--- config.mk ---
export PLATFORM = sky130hd
export DESIGN_NAME = inst_fetch_unit
export DESIGN_NICKNAME = d
export VERILOG_FILES = /design/src/rtl/inst_fetch_unit_pkg.sv /design/src/rtl/inst_fetch_unit_pc_next_calc.sv /design/src/rtl/inst_fetch_unit.sv
export SDC_FILE = /design/constraint.sdc
export NUM_CORES = 1
export LEC_CHECK = 0
export ABC_AREA = 1
export CAP_MARGIN = 10
export CORE_MARGIN = 2
export CORE_UTILIZATION = 35
export CTS_CLUSTER_DIAMETER = 40
export DETAILED_ROUTE_END_ITERATION = 6
export GPL_ROUTABILITY_DRIVEN = 0
export PLACE_DENSITY_LB_ADDON = 0.12
export SKIP_LAST_GASP = 1
export SYNTH_ARGS = -nofsm -noshare
export SYNTH_HDL_FRONTEND = slang
export SYNTH_SLANG_ARGS = --single-unit
--- constraint.sdc ---
create_clock -name CLK -period 3.83 [get_ports CLK]
set_input_delay 0.383 -clock CLK [delete_from_list [all_inputs] [get_ports CLK]]
set_output_delay 0.383 -clock CLK [all_outputs]
set_load 0.02 [all_outputs]
--- src/rtl/inst_fetch_unit_pkg.sv ---
// Shared definitions for the instruction fetch stage.
//   pc_sel_e       : redirect command encoding driven by the control unit
//   fetch_state_e  : fetch sequencer states
//   INST_W         : instruction word width in bits
//   INST_BYTES     : instruction word size in bytes (sequential PC step)
package inst_fetch_unit_pkg;

    localparam int INST_W     = 32;
    localparam int INST_BYTES = 4;

    typedef enum logic [1:0] {
        PC_HOLD   = 2'b00,
        PC_INC    = 2'b01,
        PC_BRANCH = 2'b10,
        PC_REG    = 2'b11
    } pc_sel_e;

    typedef enum logic [1:0] {
        ST_IDLE  = 2'b00,
        ST_REQ   = 2'b01,
        ST_VALID = 2'b10,
        ST_FAULT = 2'b11
    } fetch_state_e;

endpackage

--- src/rtl/inst_fetch_unit_pc_next_calc.sv ---
// Combinational next-PC computation for the fetch stage.
//   pc_i        : current PC
//   pc_sel_i    : redirect command (hold / +4 / branch / register)
//   pc_mux_i    : with PC_BRANCH, 1 = PC-relative, 0 = register target
//   k_i         : signed word offset (already sign extended)
//   a_i         : register-file A bus target
//   next_pc_o   : candidate next PC (modulo 2^ADDR_W)
//   misalign_o  : candidate is not word aligned for a non-hold command
module pc_next_calc
    import inst_fetch_unit_pkg::*;
#(
    parameter int ADDR_W = 64
) (
    input  logic [ADDR_W-1:0] pc_i,
    input  pc_sel_e           pc_sel_i,
    input  logic              pc_mux_i,
    input  logic [ADDR_W-1:0] k_i,
    input  logic [ADDR_W-1:0] a_i,
    output logic [ADDR_W-1:0] next_pc_o,
    output logic              misalign_o
);

    // Word offset converted to a byte offset; the top bits fall off, which
    // is exactly the modulo behaviour wanted for the addition below.
    logic [ADDR_W-1:0] k_bytes;
    assign k_bytes = {k_i[ADDR_W-3:0], 2'b00};

    always_comb begin
        next_pc_o = pc_i;
        unique case (pc_sel_i)
            PC_HOLD:   next_pc_o = pc_i;
            PC_INC:    next_pc_o = pc_i + ADDR_W'(INST_BYTES);
            PC_BRANCH: next_pc_o = pc_mux_i ? (pc_i + k_bytes) : a_i;
            PC_REG:    next_pc_o = a_i;
            default:   next_pc_o = pc_i;
        endcase
        misalign_o = (pc_sel_i != PC_HOLD) && (next_pc_o[1:0] != 2'b00);
    end

endmodule

--- src/rtl/inst_fetch_unit.sv ---
// Instruction fetch stage feeding the control unit. Owns the PC, fetches one
// instruction word per redirect over a req/ack memory handshake and holds it
// until the control unit issues a non-hold PC_SEL.
//   CLK, Reset            : clock, asynchronous active-low reset
//   PC_SEL, PC_MUX, K, A  : redirect command, branch mode, word offset, target
//   Inst, InstValid, Stall: fetched word, word valid for PC, ~InstValid
//   PC, Fault             : address of Inst, sticky fetch fault
//   MemReq, MemAddr       : registered fetch request, fetch address (= PC)
//   MemAck, MemRData      : memory data return strobe and data
module inst_fetch_unit
    import inst_fetch_unit_pkg::*;
#(
    parameter int          ADDR_W   = 64,
    parameter logic [ADDR_W-1:0] RESET_PC = '0,
    parameter int          TIMEOUT  = 255
) (
    input  logic              CLK,
    input  logic              Reset,
    input  logic [1:0]        PC_SEL,
    input  logic              PC_MUX,
    input  logic [63:0]       K,
    input  logic [63:0]       A,
    output logic [INST_W-1:0] Inst,
    output logic              InstValid,
    output logic              Stall,
    output logic [ADDR_W-1:0] PC,
    output logic              Fault,
    output logic              MemReq,
    output logic [ADDR_W-1:0] MemAddr,
    input  logic              MemAck,
    input  logic [INST_W-1:0] MemRData
);

    localparam int CNT_W = (TIMEOUT < 2) ? 1 : $clog2(TIMEOUT + 1);

    fetch_state_e      state_q;
    logic [ADDR_W-1:0] pc_q;
    logic [ADDR_W-1:0] pc_d;
    logic [INST_W-1:0] inst_q;
    logic              valid_q;
    logic              fault_q;
    logic              req_q;
    logic [CNT_W-1:0]  cnt_q;
    logic              misalign;

    pc_next_calc #(
        .ADDR_W (ADDR_W)
    ) u_pc_next_calc (
        .pc_i       (pc_q),
        .pc_sel_i   (pc_sel_e'(PC_SEL)),
        .pc_mux_i   (PC_MUX),
        .k_i        (K[ADDR_W-1:0]),
        .a_i        (A[ADDR_W-1:0]),
        .next_pc_o  (pc_d),
        .misalign_o (misalign)
    );

    always_ff @(posedge CLK or negedge Reset) begin
        if (!Reset) begin
            state_q <= ST_IDLE;
            pc_q    <= RESET_PC;
            inst_q  <= '0;
            valid_q <= 1'b0;
            fault_q <= 1'b0;
            req_q   <= 1'b0;
            cnt_q   <= '0;
        end else begin
            unique case (state_q)
                ST_IDLE: begin
                    state_q <= ST_REQ;
                    req_q   <= 1'b1;
                    cnt_q   <= '0;
                end
                ST_REQ: begin
                    // An ack on the final allowed cycle still wins over timeout.
                    if (MemAck) begin
                        inst_q  <= MemRData;
                        valid_q <= 1'b1;
                        req_q   <= 1'b0;
                        cnt_q   <= '0;
                        state_q <= ST_VALID;
                    end else if (cnt_q == CNT_W'(TIMEOUT - 1)) begin
                        fault_q <= 1'b1;
                        req_q   <= 1'b0;
                        state_q <= ST_FAULT;
                    end else begin
                        cnt_q <= cnt_q + CNT_W'(1);
                    end
                end
                ST_VALID: begin
                    if (pc_sel_e'(PC_SEL) != PC_HOLD) begin
                        valid_q <= 1'b0;
                        if (misalign) begin
                            // PC keeps the last good address for debug.
                            fault_q <= 1'b1;
                            state_q <= ST_FAULT;
                        end else begin
                            pc_q    <= pc_d;
                            req_q   <= 1'b1;
                            cnt_q   <= '0;
                            state_q <= ST_REQ;
                        end
                    end
                end
                ST_FAULT: begin
                    req_q   <= 1'b0;
                    valid_q <= 1'b0;
                    fault_q <= 1'b1;
                end
                default: state_q <= ST_FAULT;
            endcase
        end
    end

    assign Inst      = inst_q;
    assign InstValid = valid_q;
    assign Stall     = ~valid_q;
    assign PC        = pc_q;
    assign Fault     = fault_q;
    assign MemReq    = req_q;
    assign MemAddr   = pc_q;

endmodule

* Word-level counts from Yosys, hierarchy flattened
Cells that the tools add are included.
Storage, ports and cells: bits in registers 109, input bits 166, output and inout bits 164, logic and storage cells 69
Cells by class: $add $sub $neg 3, eq/ne operators 15, muxes and demuxes 25, bitwise operators 3, reductions and logical operators 15
Operators with widths (number):
- case mux 64 bit (4 select lines) | 1
- adder 64 x 3 -> 64 bit, second input constant | 1
- adder 64 bit | 1
- 2-to-1 mux 64 bit | 1
- 2-to-1 mux 8 bit | 4
- case mux 8 bit (3 select lines) | 1
- != test 2 bit, second input constant | 6
- AND reduction 3 bit | 4
- 2-to-1 mux 1 bit | 10
- adder 8 x 1 -> 8 bit, second input constant | 1
- equality test 2 bit, second input constant | 4
- equality test 8 bit, second input constant | 1
- 2-to-1 mux 2 bit | 4
- AND reduction 4 bit | 2
- != test 3 bit, second input constant | 2
- case mux 1 bit (3 select lines) | 2
- case mux 2 bit (3 select lines) | 1
- nonzero test 3 bit | 2
- AND reduction 5 bit | 1
- equality test 2 x 1 -> 1 bit, second input constant | 2
- zero test 2 bit | 2
- case mux 1 bit (4 select lines) | 1
- nonzero test 2 bit | 2
- NOT 1 bit | 3
- other kinds (2) | 2

* Depth between registers and ports, before layout
Gate-level depths: netlist of run 1.
depth in word-level cells 8, depth in mapped cells 15, depth with buffers taken out 15

* Hierarchy
A second synthesis of run 1 with hierarchy kept.
Second synthesis, totals: cell total of the unflattened synthesis 2490, area, all modules 14873.0 µm²
By module, submodules not included:
- pc_next_calc | times used 1, cells an instance 2101, area an instance 9640.5 µm², seq. area each 0.0 µm²
- inst_fetch_unit | times used 1, cells an instance 389, area an instance 5232.5 µm², seq. area each 2727.6 µm²

* Worst setup path after synthesis of run 1
OpenSTA, ideal clock, no wires.
path type register -> register, start point reg pc_q[2] (netlist: MemAddr[2]), end point reg pc_q[34] (netlist: MemAddr[34]), library setup time 117 ps, arrival 2109 ps, path slack 1605 ps, cell stages (with the launch flop) 15, buffers on the path 0, period minus slack after synthesis 2225 ps, cells stage by stage dfrtp_1 > ha_1 > fa_1 > nand3_1 > nand3_1 > nand2_1 > nand2_1 > nand2_1 > nand2_1 > nand2_1 > a21oi_1 > o21ai_0 > nand2_1 > nand2_1 > nand2_1
Between the ends: cells in the longest elaborated chain, start to end 3, elaborated cells between the ends (all ways) 4, classes of those cells 2 x add/sub; 2 x mux
RTL lines:
- start, declared | RTL line inst_fetch_unit.sv:37 | logic [ADDR_W-1:0] pc_q;
- start signal, assigned | RTL line inst_fetch_unit.sv:98 | pc_q <= pc_d;
- adder 64 bit | RTL line inst_fetch_unit_pc_next_calc.sv:33 | PC_BRANCH: next_pc_o = pc_mux_i ? (pc_i + k_bytes) : a_i;
- 2-to-1 mux 64 bit | RTL line inst_fetch_unit_pc_next_calc.sv:33
- case mux 64 bit (4 select lines) (*) | RTL line inst_fetch_unit_pc_next_calc.sv:30 | unique case (pc_sel_i)
Every way passes the cells marked *; elsewhere a longest branch is shown, timed or not. A chain may end at the register's enable or synchronous reset.

* Worst setup path after layout of run 1
start point reg pc_q[2] (netlist: MemAddr[2]), end point reg pc_q[62] (netlist: MemAddr[62])
The elaborated chain is that of the path after synthesis.

==> results of run 1 <==
cell usage in the layout, fill, tap and decap left out, types with 6 or more instances in the layout:
master / n
o211ai_1: 15
mux2_2: 32
a21boi_0: 16
clkdlybuf4s50_1: 325
or2_2: 13
nand3_1: 195
a21oi_1: 109
a22oi_1: 10
a21boi_1: 9
dfrtp_1: 109
nor2_1: 270
nand4_1: 31
nand2_1: 867
ha_1: 69
clkbuf_16: 9
buf_4: 19
o21ai_0: 79
xor2_1: 30
o21ai_1: 6
inv_1: 470
nor3_1: 54
registers in the layout (all words and copies together) (netlist names):
register,count
Fault,1
InstValid,1
state_q,2
cnt_q,8
MemReq,1
Inst,32
MemAddr,64
per-layer routing:
| layer | wire (um) | track usage [%] | share of wire (%) | up-vias |
|---|---|---|---|---|
| met3 | 5840 | 4.24 | 9.4 | 96 |
| met2 | 27900 | 47.6 | 45 | 867 |
| met5 | 0 | 0 | 0 | - |
| met4 | 2470 | 10.9 | 4.0 | 0 |
| li1 | - | - | - | 8370 |
| met1 | 26100 | 39.6 | 42 | 7731 |
layout make-up:
cell class                 count  share of cell area, %
timing repair buffer         346                   19.1
inverter                     477                   9.99
clock buffer                   9                   1.26
sequential                   109                   15.2
antenna                        1                 0.0140
clock inverter                 7                  0.544
multi-input combinational   1854                   50.2
tap                          525                   3.66
metrics by stage:
step | setup WS, ns | area (um2) | hold slack, ns | util, %
after floorplan | 1.60 | 14200 | 0.0874 | -
after detailed placement | 0.739 | 17600 | 0.463 | 44.1
final | 0.709 | 17900 | 0.105 | 44.9
after global routing | 0.537 | 17900 | 0.152 | 44.9
after CTS | 0.905 | 17900 | 0.136 | 44.9
after global placement | 0.770 | 17600 | 0.459 | 44.1
logic make-up (layout without fill, tap and decap cells):
family,Yosys count,in the layout,synth area share (%)
fa+ha+maj,70,70,6.22
other cells,0,1,0
simple gates,1447,1447,41.5
flops,109,109,19.2
buf+inv,590,839,17.4
compound gates,271,271,11.0
xor+xnor,33,33,2.03
mux,33,33,2.61
worst max-delay path by stage:
stage,startpoint,slack [ns],depth (start not counted),endpoint
finish,MemAddr[2],0.71,11,MemAddr[62]
global route,MemAddr[2],0.54,11,MemAddr[31]
CTS,MemAddr[2],0.91,11,MemAddr[50]
detailed placement,K[0],0.74,15,MemAddr[56]
global placement,K[0],0.77,15,MemAddr[56]
floorplan,MemAddr[2],1.60,14,MemAddr[34]
report_power, final:
group	switching (uW)	total (uW)	internal (uW)
combinational	5920	9590	3670
sequential	1060	2710	1660
clock	553	1090	535
total	7530	13400	5860
==> out/qor.yml, run 1 <==
status: "complete, but fails checks"
violations: "design-rule violations"
slowest_delay_ns: 0.72
syn-num-nets: 2789
placed_cells: 3311
relSlewSlack_pct: 33.4
regToRegSetupSlack_ns: 0.71
area_delta_synth_final_pct: 26.2
firstDrtPassIters: 7
cts.sinks: 109
wirelength_um: 62400
skew_ns: 0.00756
synth_area_mm2: 0.0142
via_per_inst: 5.13
power_uw: 13400
critPathKind: "reg -> reg"
rows: 73
worstMarginPinSlew_ns: 0.991
startpoint_type: "flip-flop"
worstPathArrival_ns: 3.43
drcViolationCount: 14
path_cells: "ha_1 -> nand2_1 -> nor2_1 -> nand3_1 -> nor3_1 -> nand3_1 -> nand2_1 -> nand3_1 -> nand2_1 -> inv_1 -> a21oi_1"
yosysSeqAreaShare_pct: 19.2
htreeDepth: 3
port_buffers: 327
first_global_vias: 16000
synth_seq_cells: 109
die_h_um: 205
vias: 17100
clk_pin_slew_ns: 0.09
core_mm2: 0.0399
post-synth-top-count-cell: "nand2_1"
vdd_drop_max_mv: 0.347
die_x_um: 205
slew_viol_final: 0
tritoncts: "done"
cp_max_fo: 8
final_layout_size_suffix_gt1_share_pct: 3.32
dpl.hpwl_um: 50300
grt-ovfl-total: 0
syn_inst: 2553
io_pins: 330
async_flop_share_pct: 100
synth_top_area_share_pct: 22.9
setup_viol: 0
reg2reg_depth: 11
timing.rr.end: "MemAddr[62]"
worst_ep_required_time_ns: 4.14
clockBufferDepth: 2
initial_core_util_pct: 35.6
n_fill_cell: 4348
post_cts_resized: 0
grt_use_total_pct: 29.4
clk_latency_ns: 0.37
p_leak_uw: 0.00948
drv_cap: 0
grt_max_degree: 110
rsz0062_at_grt: "no"
wl_per_cell_um: 18.7
cp-end-kind: "flip-flop"
fin_setup_tns_ns: 0
finalHoldViolations: 0
dieArea_mm2: 0.0422
ys_warn_count: 0
synth_common_cells: "867 x nand2_1, 470 x inv_1, 271 x nor2_1"
crit_family: "simple AND/OR/NAND/NOR gates"
synth_edf_count: 0
path_buf_inv: 1
postRouteAntennaNets: 0
drt_iter0_drc: 1637
cpMaxStageDelayCell: "nor3_1"
fin_crit_ns: 3.12
post-cts-setup-buffers: 0
fmax_mhz: 320
synthFlopType: "dfrtp_1"
cellPowerDensity_mw_per_mm2: 747
final_cell_count_no_fill: 3328
r2r-start: "MemAddr[2]"
grt_pass1_wl_um: 93600
synth_area_leader_cell: "nand2_1"
antenna_found_initial: 0
cts-buffers-inserted: 9
cts-root-buf: "clkbuf_16"
multi_input_area_mm2: 0.00900
regArea_mm2: 0.00273
final_nets: 3033
synthTopCellsByArea: "nand2_1 23%, dfrtp_1 19%, inv_1 12%, nor2_1 7.2%, nand3_1 6.9%"
post-route-period-util_pct: 81.5
syn_area_per_cell_um2: 5.56
cts_hold_buf: 0
hold_class: "in -> async"
synth_cell_type_count: 47
Power figures use the tool's default switching activity.
==> run 2, diff against run 1 <==
clock period = 3 ns   (was 3.83 ns; I/O delays follow)
==> run 2 against run 1 <==
The flow now finishes without violations. Critical path depth is 1 higher. Utilization rose by 1.1 points. Global-route usage increased by 0.85 points. Clock skew is 0.0057 ns higher. Via count is 1.6% higher. Die area did not move. Count of clock-buffer cells in the layout stayed put. Worst hold slack improved by 0.37 ns. First-iteration DRC count is 4.2% higher. Highest routed layer unchanged.
==> out/qor.yml, run 2 (synthesized netlist as in run 1, its figures left out) <==
status: "completed"  # was complete, but fails checks
layout_commonest_cell: "nand2_1"  # unchanged
cp-end-kind: "flip-flop"  # unchanged
fmax_mhz: 365  # was 320 MHz
r2r-start: "MemAddr[21]"  # was MemAddr[2]
fin_setup_tns_ns: 0  # unchanged
core_mm2: 0.0399  # unchanged
fin_crit_ns: 2.74  # was 3.12 ns
skew_ns: 0.0133  # was 0.00756 ns
clockBufferDepth: 2  # unchanged
antenna_found_initial: 0  # unchanged
slowest_delay_ns: 0.56  # was 0.72 ns
rsz0062_at_grt: "no"  # unchanged
rows: 73  # unchanged
dieArea_mm2: 0.0422  # unchanged
cp_max_fo: 7  # was 8
antenna_cells: 0  # was 1
post-route-period-util_pct: 91.3  # was 81.5%
postRouteAntennaNets: 0  # unchanged
relSlewSlack_pct: 46.8  # was 33.4%
cts-root-buf: "clkbuf_16"  # unchanged
via_per_inst: 5.13  # about the same
tritoncts: "done"  # unchanged
drcViolationCount: 0  # was 14
cts-buffers-inserted: 9  # unchanged
post_cts_resized: 0  # unchanged
wl_per_cell_um: 19.1  # was 18.7 um
worstPathArrival_ns: 3.02  # was 3.43 ns
grt-ovfl-total: 0  # unchanged
worst_ep_required_time_ns: 3.28  # was 4.14 ns
grt_use_total_pct: 30.2  # was 29.4%
finalHoldViolations: 0  # unchanged
final_cell_mix: "867 x nand2_1, 470 x inv_1, 325 x clkdlybuf4s50_1, 270 x nor2_1, 195 x nand3_1"  # unchanged
largest_register_ffs: 64  # unchanged
die_h_um: 205  # unchanged
cts.sinks: 109  # unchanged
slew_viol_final: 0  # unchanged
p_leak_uw: 0.00974  # was 0.00948 uW
vdd_drop_max_mv: 0.495  # was 0.347 mV
io_pins: 330  # unchanged
placed_cells: 3368  # was 3311
final_cell_count_no_fill: 3384  # was 3328
htreeDepth: 3  # unchanged
drt_iter0_drc: 1706  # was 1637
final_nets: 3091  # was 3033
initial_core_util_pct: 35.6  # unchanged
port_buffers: 327  # unchanged
hold_class: "in -> async"  # unchanged
first_global_vias: 16100  # was 16000
firstDrtPassIters: 6  # was 7
clk_pin_slew_ns: 0.08  # was 0.09 ns
setup_viol: 0  # unchanged
die_x_um: 205  # unchanged
cellPowerDensity_mw_per_mm2: 962  # was 747 mW/mm2
critPathKind: "reg -> reg"  # unchanged
grt_max_degree: 91  # was 110
final_layout_size_suffix_gt1_share_pct: 5.21  # was 3.32%
dpl.hpwl_um: 52800  # was 50300 um
startpoint_type: "flip-flop"  # unchanged
vias: 17300  # was 17100
drv_cap: 0  # unchanged
post-cts-setup-buffers: 0  # unchanged
worstMarginPinSlew_ns: 0.799  # was 0.991 ns
cpMaxStageDelayCell: "dfrtp_1"  # was nor3_1
wirelength_um: 64600  # was 62400 um
grt_pass1_wl_um: 95000  # was 93600 um
clk_latency_ns: 0.39  # was 0.37 ns
path_cells: "ha_1 -> nand2_1 -> nor2_1 -> nand2_1 -> nor2_1 -> nand2_1 -> nand3_1 -> nand3_1 -> nand3_1 -> nand3_1 -> nand2_1 -> a21oi_1"  # was ha_1 -> nand2_1 -> nor2_1 -> nand3_1 -> nor3_1 -> nand3_1 -> nand2_1 -> nand3_1 -> nand2_1 -> inv_1 -> a21oi_1
area_delta_synth_final_pct: 29.3  # was 26.2%
startpoint: "MemAddr[21]"  # was MemAddr[2]
[run 2: changes by cell type in the layout (fill, tap and decap cells not counted), sizes merged]
cell,previous run,this run
diode,1,0
dlygate4sd3,0,1
buf,21,78
clkinv,3,4
clkinvlp,0,2
inv,480,476
[run 2: layout make-up]
type	instances	area [um2]
Sequential cell	109	2730
Clock inverter	6	73.8
Inverter	477	1790
Multi-Input combinational cell	1854	9000
Fill cell	4360	21600
Timing Repair Buffer	404	3880
Tap cell	525	657
Clock buffer	9	225
[run 2: critical path, delay by kind of cell (launching register included)]
| family | cells | cell delay (ns) |
|---|---|---|
| simple gates | 10 | 1.55 |
| flops | 1 | 0.56 |
| fa+ha+maj | 1 | 0.45 |
| compound gates | 1 | 0.06 |
[run 2: power by group]
group | internal, uW | switching, uW
Combinational | 5070 | 8140
Sequential | 2120 | 1010
Clock | 654 | 662
Total | 7840 | 9820
[run 2: timing repair]
item,in CTS,in global routing
hold buffers,1,0
setup endpoints to repair,0,0
endpoints found under the hold margin,39,0
[run 2: routing by layer]
metal / GRT usage [%] / vias up / wire length (um)
li1: - / 8492 / -
met1: 40.0 / 7825 / 27000
met2: 47.3 / 884 / 28200
met3: 4.21 / 142 / 5450
met4: 16.7 / 0 / 3960
met5: 0 / - / 0
[run 2: worst paths after layout]
| path | end | slack, ns | depth (start not counted) |
|---|---|---|---|
| max | MemAddr[57] | 0.26 | 12 |
| min in group CLK | Fault | 0.50 | 1 |
| min | cnt_q[4] | 0.48 | 2 |
| max in group asynchronous | MemAddr[45] | 1.74 | 3 |
| min reg2reg | Fault | 0.50 | 1 |
| max reg2reg | MemAddr[57] | 0.26 | 12 |
[run 2: stage by stage]
step	util (%)	setup slack [ns]	power (uW)	hold slack [ns]	area [um2]
after floorplan	-	0.775	10800	0.00441	14200
after global placement	45.2	0.0905	16100	0.360	18100
after detailed placement	45.2	0.0322	16200	0.357	18100
after CTS	46.0	0.328	17600	0.502	18400
after global routing	46.0	0.0241	19000	0.515	18400
final	46.0	0.261	17700	0.476	18400
==> run 3, diff against run 2 <==
CORE_UTILIZATION = 47   (was 35)
clock period = 2.51 ns   (was 3 ns; I/O delays follow)
==> run 3 against run 2 <==
Routed wire length shrank 0.60%. Largest cell class unchanged. Total power grew 29%. Critical endpoint is now MemAddr[43]. The run now ends with design-rule violations, negative setup slack left. Via count grew 8.6%. Count of clock-buffer cells in the layout is the same. Combinational power grew 35%.
==> out/qor.yml, run 3 (synthesized netlist as in run 1, its figures left out) <==
final_cell_mix: "862 x nand2_1, 470 x inv_1, 325 x clkdlybuf4s50_1, 261 x nor2_1, 217 x buf_4"  # was 867 x nand2_1, 470 x inv_1, 325 x clkdlybuf4s50_1, 270 x nor2_1, 195 x nand3_1
fin_crit_ns: 2.60  # was 2.74 ns
startpoint_type: "flip-flop"  # unchanged
skew_ns: 0.0191  # was 0.0133 ns
die_h_um: 178  # was 205 um
die_x_um: 178  # was 205 um
antenna_found_initial: 0  # unchanged
initial_core_util_pct: 47.8  # was 35.6%
n_fill_cell: 2846  # was 4360
regToRegSetupSlack_ns: -0.09  # was 0.26 ns
core_mm2: 0.0297  # was 0.0399 mm2
final_nets: 3234  # was 3091
cts-root-buf: "clkbuf_16"  # unchanged
largest_register_ffs: 64  # unchanged
via_per_inst: 5.55  # was 5.13
clk_latency_ns: 0.38  # was 0.39 ns
hold_class: "in -> async"  # unchanged
post-cts-setup-buffers: 0  # unchanged
postRouteAntennaNets: 0  # unchanged
grt-ovfl-total: 0  # unchanged
dpl.hpwl_um: 51900  # was 52800 um
clockBufferDepth: 2  # unchanged
cp-end-kind: "flip-flop"  # unchanged
wl_per_cell_um: 18.9  # was 19.1 um
status: "complete, but fails checks"  # was completed
area_delta_synth_final_pct: 36.6  # was 29.3%
drv_cap: 0  # unchanged
dp_slack_ns: -0.304  # was 0.0322 ns
finalHoldViolations: 0  # unchanged
worstPathArrival_ns: 2.91  # was 3.02 ns
cp_max_fo: 5  # was 7
grt_pass1_wl_um: 96000  # was 95000 um
cellPowerDensity_mw_per_mm2: 1180  # was 962 mW/mm2
clk_pin_slew_ns: 0.10  # was 0.08 ns
tritoncts: "done"  # unchanged
worst_ep_required_time_ns: 2.82  # was 3.28 ns
drt_iter0_drc: 2551  # was 1706
fmax_mhz: 384  # was 365 MHz
final_layout_size_suffix_gt1_share_pct: 10.9  # was 5.21%
cts.sinks: 109  # unchanged
firstDrtPassIters: 7  # was 6
violations: "design-rule violations, negative setup slack"
wirelength_um: 64300  # was 64600 um
slew_viol_final: 0  # unchanged
rows: 63  # was 73
dieArea_mm2: 0.0316  # was 0.0422 mm2
critPathKind: "reg -> reg"  # unchanged
cts-buffers-inserted: 9  # unchanged
port_buffers: 327  # unchanged
post-route-period-util_pct: 104  # was 91.3%
vdd_drop_max_mv: 0.658  # was 0.495 mV
setup_slack_ns: -0.0909  # was 0.261 ns
grt_max_degree: 72  # was 91
htreeDepth: 3  # unchanged
setup_viol: 1  # was 0
vias: 18800  # was 17300
drcViolationCount: 10  # was 0
p_leak_uw: 0.0105  # was 0.00974 uW
layout_commonest_cell: "nand2_1"  # unchanged
worstMarginPinSlew_ns: 0.580  # was 0.799 ns
grt_use_total_pct: 39.9  # was 30.2%
hold_ws_ns: 0.272  # was 0.476 ns
first_global_vias: 17700  # was 16100
antenna_cells: 0  # unchanged
relSlewSlack_pct: 61.3  # was 46.8%
io_pins: 330  # unchanged
rsz0062_at_grt: "yes"  # was no
==> run 3: layout make-up <==
class                      count  area, um2  area share (%)
timing repair buffer         547       4960            25.6
clock buffer                   9        225            1.16
tap                          390        488            2.52
sequential                   109       2730            14.1
clock inverter                 7       78.8           0.406
multi-input combinational   1854       9130            47.0
inverter                     477       1790            9.23
==> run 3: per-stage QoR <==
step	instances	utilization (%)	total power, uW	area [um2]	setup TNS (ns)
2_1_floorplan	2553	-	12900	14200	0
3_3_place_gp	3376	63.8	20300	19000	-5.82
3_5_place_dp	3376	63.8	20500	19000	-9.61
4_1_cts	3393	64.8	22200	19300	0
5_1_grt	3393	65.3	24300	19400	-0.150
6_report	3393	65.3	22800	19400	-0.0909
==> run 3: path summary, 6_finish.rpt <==
| path | start | to | cells after the start |
|---|---|---|---|
| worst max register to register | MemAddr[35] | MemAddr[43] | 10 |
| worst min register to register | MemReq | MemReq | 2 |
| max in group asynchronous | Reset | MemAddr[40] | 3 |
| worst max-delay path | MemAddr[35] | MemAddr[43] | 10 |
| worst min-delay path | Reset | MemAddr[7] | 2 |
| min in group CLK | PC_MUX | MemAddr[25] | 5 |
==> run 3: repair_timing <==
action	4_1_cts	5_1_grt
hold buffers	1	0
hold endpoints to repair	9	0
gates resized for setup	0	39
setup endpoints to repair	0	41
==> run 3: power by group <==
group	switching, uW	leakage [uW]	internal, uW
Sequential	890	0.00127	2550
Combinational	10500	0.00906	7270
Clock	849	0.000148	714
==> run 3: worst max-delay path, cell delays in order (launching register included) <==
cell and delay (ns):
dfrtp_1 0.50, buf_4 0.20, inv_1 0.13, nor3_1 0.35, nand2_1 0.17, nor2_1 0.31, nand3_1 0.31, xor2_1 0.23
nor2_1 0.13, nor2_1 0.06, a21boi_1 0.14
==> run 3: metal layers <==
layer / vias up / wire, um / GRT usage [%]
li1: 8784 / - / -
met1: 8381 / 23300 / 47.5
met2: 1354 / 27200 / 61.9
met3: 314 / 7790 / 9.21
met4: 0 / 5980 / 31.0
met5: - / 0 / 0
==> edit 1 (config.mk and constraints of run 3) <==
Change the package constant `INST_W` from 32 to 48.
--- a/src/rtl/inst_fetch_unit_pkg.sv
+++ b/src/rtl/inst_fetch_unit_pkg.sv
@@ -7,3 +7,3 @@
 
-    localparam int INST_W     = 32;
+    localparam int INST_W     = 48;
     localparam int INST_BYTES = 4;
Interface: changed (resized Inst and MemRData); port bits go from 330 to 362. No check against the original RTL was run, so the function may have changed too.
==> edit 1 against run 3 <==
The run still ends with design-rule violations, negative setup slack left. Final area up 6.9%. Sequential share of layout area up 1.0 points. Hold slack better by 0.061 ns. Global-route usage down 1.4 points. Routed wire length up 2.3%. Worst setup slack better by 0.063 ns. Synthesized area up 5.0%. Die area up 4.9%. Utilization up 0.78 points. Clock skew down 0.0099 ns. Sequential cell count up 16. Power up 10%. Cell count up 2.7%. Largest power group unchanged.
==> edit 1: results (changes against run 3) <==
* Outcome: complete, but fails checks
* Failing checks: design-rule violations, negative setup slack
* Reg2reg start: MemAddr[33]
* Routed wire length at 65,710 um (+2.3%)
* Worst-Skew Late Latency at 0.44 ns (+0.06 ns)
* Share of layout cells above drive strength 1 at 12.10% (+1.2 points)
* Max Used Layer: met5
* Synth Area per Inst at 5.755 um2 (+3.4%)
* Syn_nets at 2,845 (+2.0%)
* Dpl hpwl at 53,350 um (+2.8%)
* Psw at 12.96 mW (+5.6%)
* Post-placement cell area at 0.01997 mm2 (+5.4%)
* Largest net degree at the start of global routing at 73 (+1.4%)
* Vias in the first global route at 17,870 (+0.79%)
* DRC violations left at 44 (+34)
* Critical Path AT at 2.89 ns (-0.02 ns)
* Maximum vdd drop at 0.0007356 V (+12%)
* Nets at 3,322 (+2.7%)
* Final setup fails at 1 (unchanged)
* Worst-path clk slew at 0.06 ns (-0.04 ns)
* Fin worst setup slack at -0.02757 ns (+0.06337 ns)
* Total CTS buffers at 17 (+8)
* Placed Cells at 3,452 (+2.3%)
* Most common library cells after synthesis: nand2_1 (864), inv_1 (476), nor2_1 (272)
* Total track usage at 38.53% (-1.4 points)
* Top post-synthesis cells by area: nand2_1 (22%), dfrtp_1 (21%), inv_1 (12%)
* Count of unique library cells instantiated by Yosys at 49 (+4.3%)
* Iteration-0 DRC Markers at 2,284 (-10%)
* Sw Ratio at 51.51% (-2.3 points)
* Max Clock Skew at 0.009225 ns (-0.009882 ns)
* P&R area growth vs syn at 38.96%
## edit 1: final cells by class
| type | instances | area share (%) |
|---|---|---|
| repair buffers | 572 | 25.40 |
| multi-input cells | 1873 | 45.50 |
| clock inverters | 13 | 0.6758 |
| clock buffers | 19 | 2.184 |
| inverters | 481 | 8.707 |
| well taps | 402 | 2.426 |
| flip-flops and latches | 125 | 15.10 |
## edit 1: cells by family after synthesis
family | count (synthesis) | share of synthesized area (%)
AO/OA/AOI/OAI | 258 | 10.25
XOR/XNOR | 35 | 2.054
adder cells (fa/ha/maj) | 70 | 5.920
buffers and inverters | 595 | 16.87
flip-flops | 125 | 20.96
multiplexers | 48 | 3.622
AND/OR/NAND/NOR | 1462 | 40.32
## edit 1: worst max-delay path, stage by stage (launching register included)
cell,delay [ns]
dfrtp_1,0.48
buf_4,0.23
nand2_1,0.09
nor3_1,0.31
nand2_1,0.19
nor2_1,0.32
nand3_1,0.28
xor2_1,0.22
nor2_1,0.09
nor2_1,0.05
a21boi_1,0.17
==> edit 2 (settings of run 3) <==
Without the edit above. Reset style: synchronous (`Reset`), changed in one clocked block. Comments in the files are not updated.
--- a/src/rtl/inst_fetch_unit.sv
+++ b/src/rtl/inst_fetch_unit.sv
@@ -57,3 +57,3 @@
 
-    always_ff @(posedge CLK or negedge Reset) begin
+    always_ff @(posedge CLK) begin
         if (!Reset) begin
Function: differs if Reset is asserted again (counterexample within 4 cycles, from zero or initial values and one cycle with Reset low); with Reset held inactive, the same outputs for 4 cycles.
==> edit 2 against run 3 <==
Synthesized area down 4.0%. Sequential cell count unchanged. Routed wire length down 6.8%. Worst setup slack better by 0.19 ns. Global-route usage down 1.4 points. Clock skew down 0.0061 ns. Final area down 4.9%. First-iteration DRC count down 16%. Utilization down 0.83 points. Cell count down 0.62%. Hold slack better by 0.065 ns. Critical path depth up 2. Critical path type unchanged. Critical endpoint is now MemAddr[59]. Largest cell class unchanged.
Power is not compared: it rests on default switching activity, and its combinational part moved more than twofold at a synthesized area within 25%.
==> edit 2: results (changes against run 3) <==
* Multiplexer area fraction after synthesis at 0% (-2.6 points)
* Share of layout cells above drive strength 1 at 8.902% (-2.0 points)
* Largest net degree at the start of global routing at 103 (+43%)
* Wirelength per Cell at 17.76 um (-6.2%)
* Iteration-0 DRC Markers at 2,154 (-16%)
* R2R depth at 12 (+2)
* Post-Layout Cell Count at 3,372 (-0.62%)
* Post-synthesis async set-or-reset flop share at 0% (-100 points)
* Vias in the first global route at 16,950 (-4.4%)
* Synth Area in Adders at 6.478% (+0.26 points)
* Met2 Usage GRT at 59.69% (-2.2 points)
* Grt met1 use at 47.27% (-0.27 points)
* Reg2reg start: MemAddr[21]
* Nets at 3,219 (-0.46%)
* Pre-CTS WS at -0.2235 ns (+0.08084 ns)
* Reg2reg end: MemAddr[59]
* Post-placement cell area at 0.01807 mm2 (-4.7%)
* R2R Setup Slk at 0.1 ns (+0.19 ns)
* Worst-path clk slew at 0.08 ns (-0.02 ns)
* Count of unique library cells instantiated by Yosys at 51 (+8.5%)
* Syn_nets at 2,817 (+1.0%)
* Max Clock Skew at 0.01302 ns (-0.006086 ns)
* Compound-Gate Fraction of Synth Area at 15.51% (+4.5 points)
* Critical Path AT at 2.71 ns (-0.20 ns)
* Most common library cells after synthesis: nand2_1 (782), inv_1 (446), nor2_1 (357)
* Top post-synthesis cells by area: nand2_1 (22%), dfxtp_1 (16%), inv_1 (12%)
* CP max FO at 6 (+1)
* Outcome: finished clean
* Final hold slack at 0.3365 ns (+0.06466 ns)
* Total track usage at 38.52% (-1.4 points)
* Dpl hpwl at 48,730 um (-6.1%)
* Period utilization at 96.09% (-7.5 points)
* Slew @ Worst Pin at 0.6879 ns (+0.1081 ns)
* Synth Area in XOR/XNOR at 1.541% (-0.49 points)
* Min-Delay Path Class: primary input to flip-flop
* Mapped Cells at 2,581 (+1.1%)
* Register area share after synthesis at 16.00% (-3.2 points)
* Synth Flop Type: dfxtp_1
* Met3 usage at 7.590% (-1.6 points)
==> edit 2: changes by cell type after synthesis, moves of 10 or more <==
cell and delta:
a31oi_1 +10, nand2_1 -85, dfrtp_1 -109, clkbuf_1 +12, a21boi_0 -15, nor2_1 +86, xor2_1 -10, dfxtp_1 +109
a21oi_1 +61, nand3_1 -36, o21ai_0 +61, mux2_2 -32, inv_1 -24
==> edit 2: how the worst max path moves through the flow <==
stage                            from     endpoint
after detailed placement         K[0]  MemAddr[62]
after global placement           K[0]  MemAddr[62]
after CTS                 MemAddr[16]  MemAddr[62]
after floorplan            MemAddr[2]  MemAddr[32]
final                     MemAddr[21]  MemAddr[59]
after global routing      MemAddr[30]  MemAddr[59]
==> edit 2: what timing repair did <==
action | in CTS | in global routing
setup endpoints to repair | 0 | 39
setup buffers | 0 | 0
gates resized for setup | 0 | 28
==> edit 2: layer usage <==
metal  part of all wire [%]  vias to the layer above
met5                      0                        -
met4                    8.9                        0
met3                     11                      253
met2                     42                     1140
met1                     38                     8043
li1                       -                     8842
==> edit 2: worst max-delay path, stage by stage (launching register included) <==
cell	delay [ns]
dfxtp_1	0.44
buf_4	0.24
nand2_1	0.13
nor2_1	0.22
nand2_1	0.14
nor2_1	0.27
nand2_1	0.18
nor2_1	0.24
or2_2	0.15
nand3_1	0.09
nand2_1	0.08
inv_1	0.04
a21oi_1	0.14
==> edit 2: power breakdown <==
part | switching (mW) | internal, mW
sequential | 0.199 | 1.95
combinational | 2.17 | 1.59
clock | 0.703 | 0.760
==> edit 2: area by class of cell <==
type / instances / area, um2
Clock buffer: 12 / 266.5
Clock inverter: 4 / 30.03
Fill cell: 2750 / 10180
Inverter: 451 / 1695
Multi-Input combinational cell: 1899 / 9081
Sequential cell: 109 / 2195
Tap cell: 384 / 480.5
Timing Repair Buffer: 513 / 4700
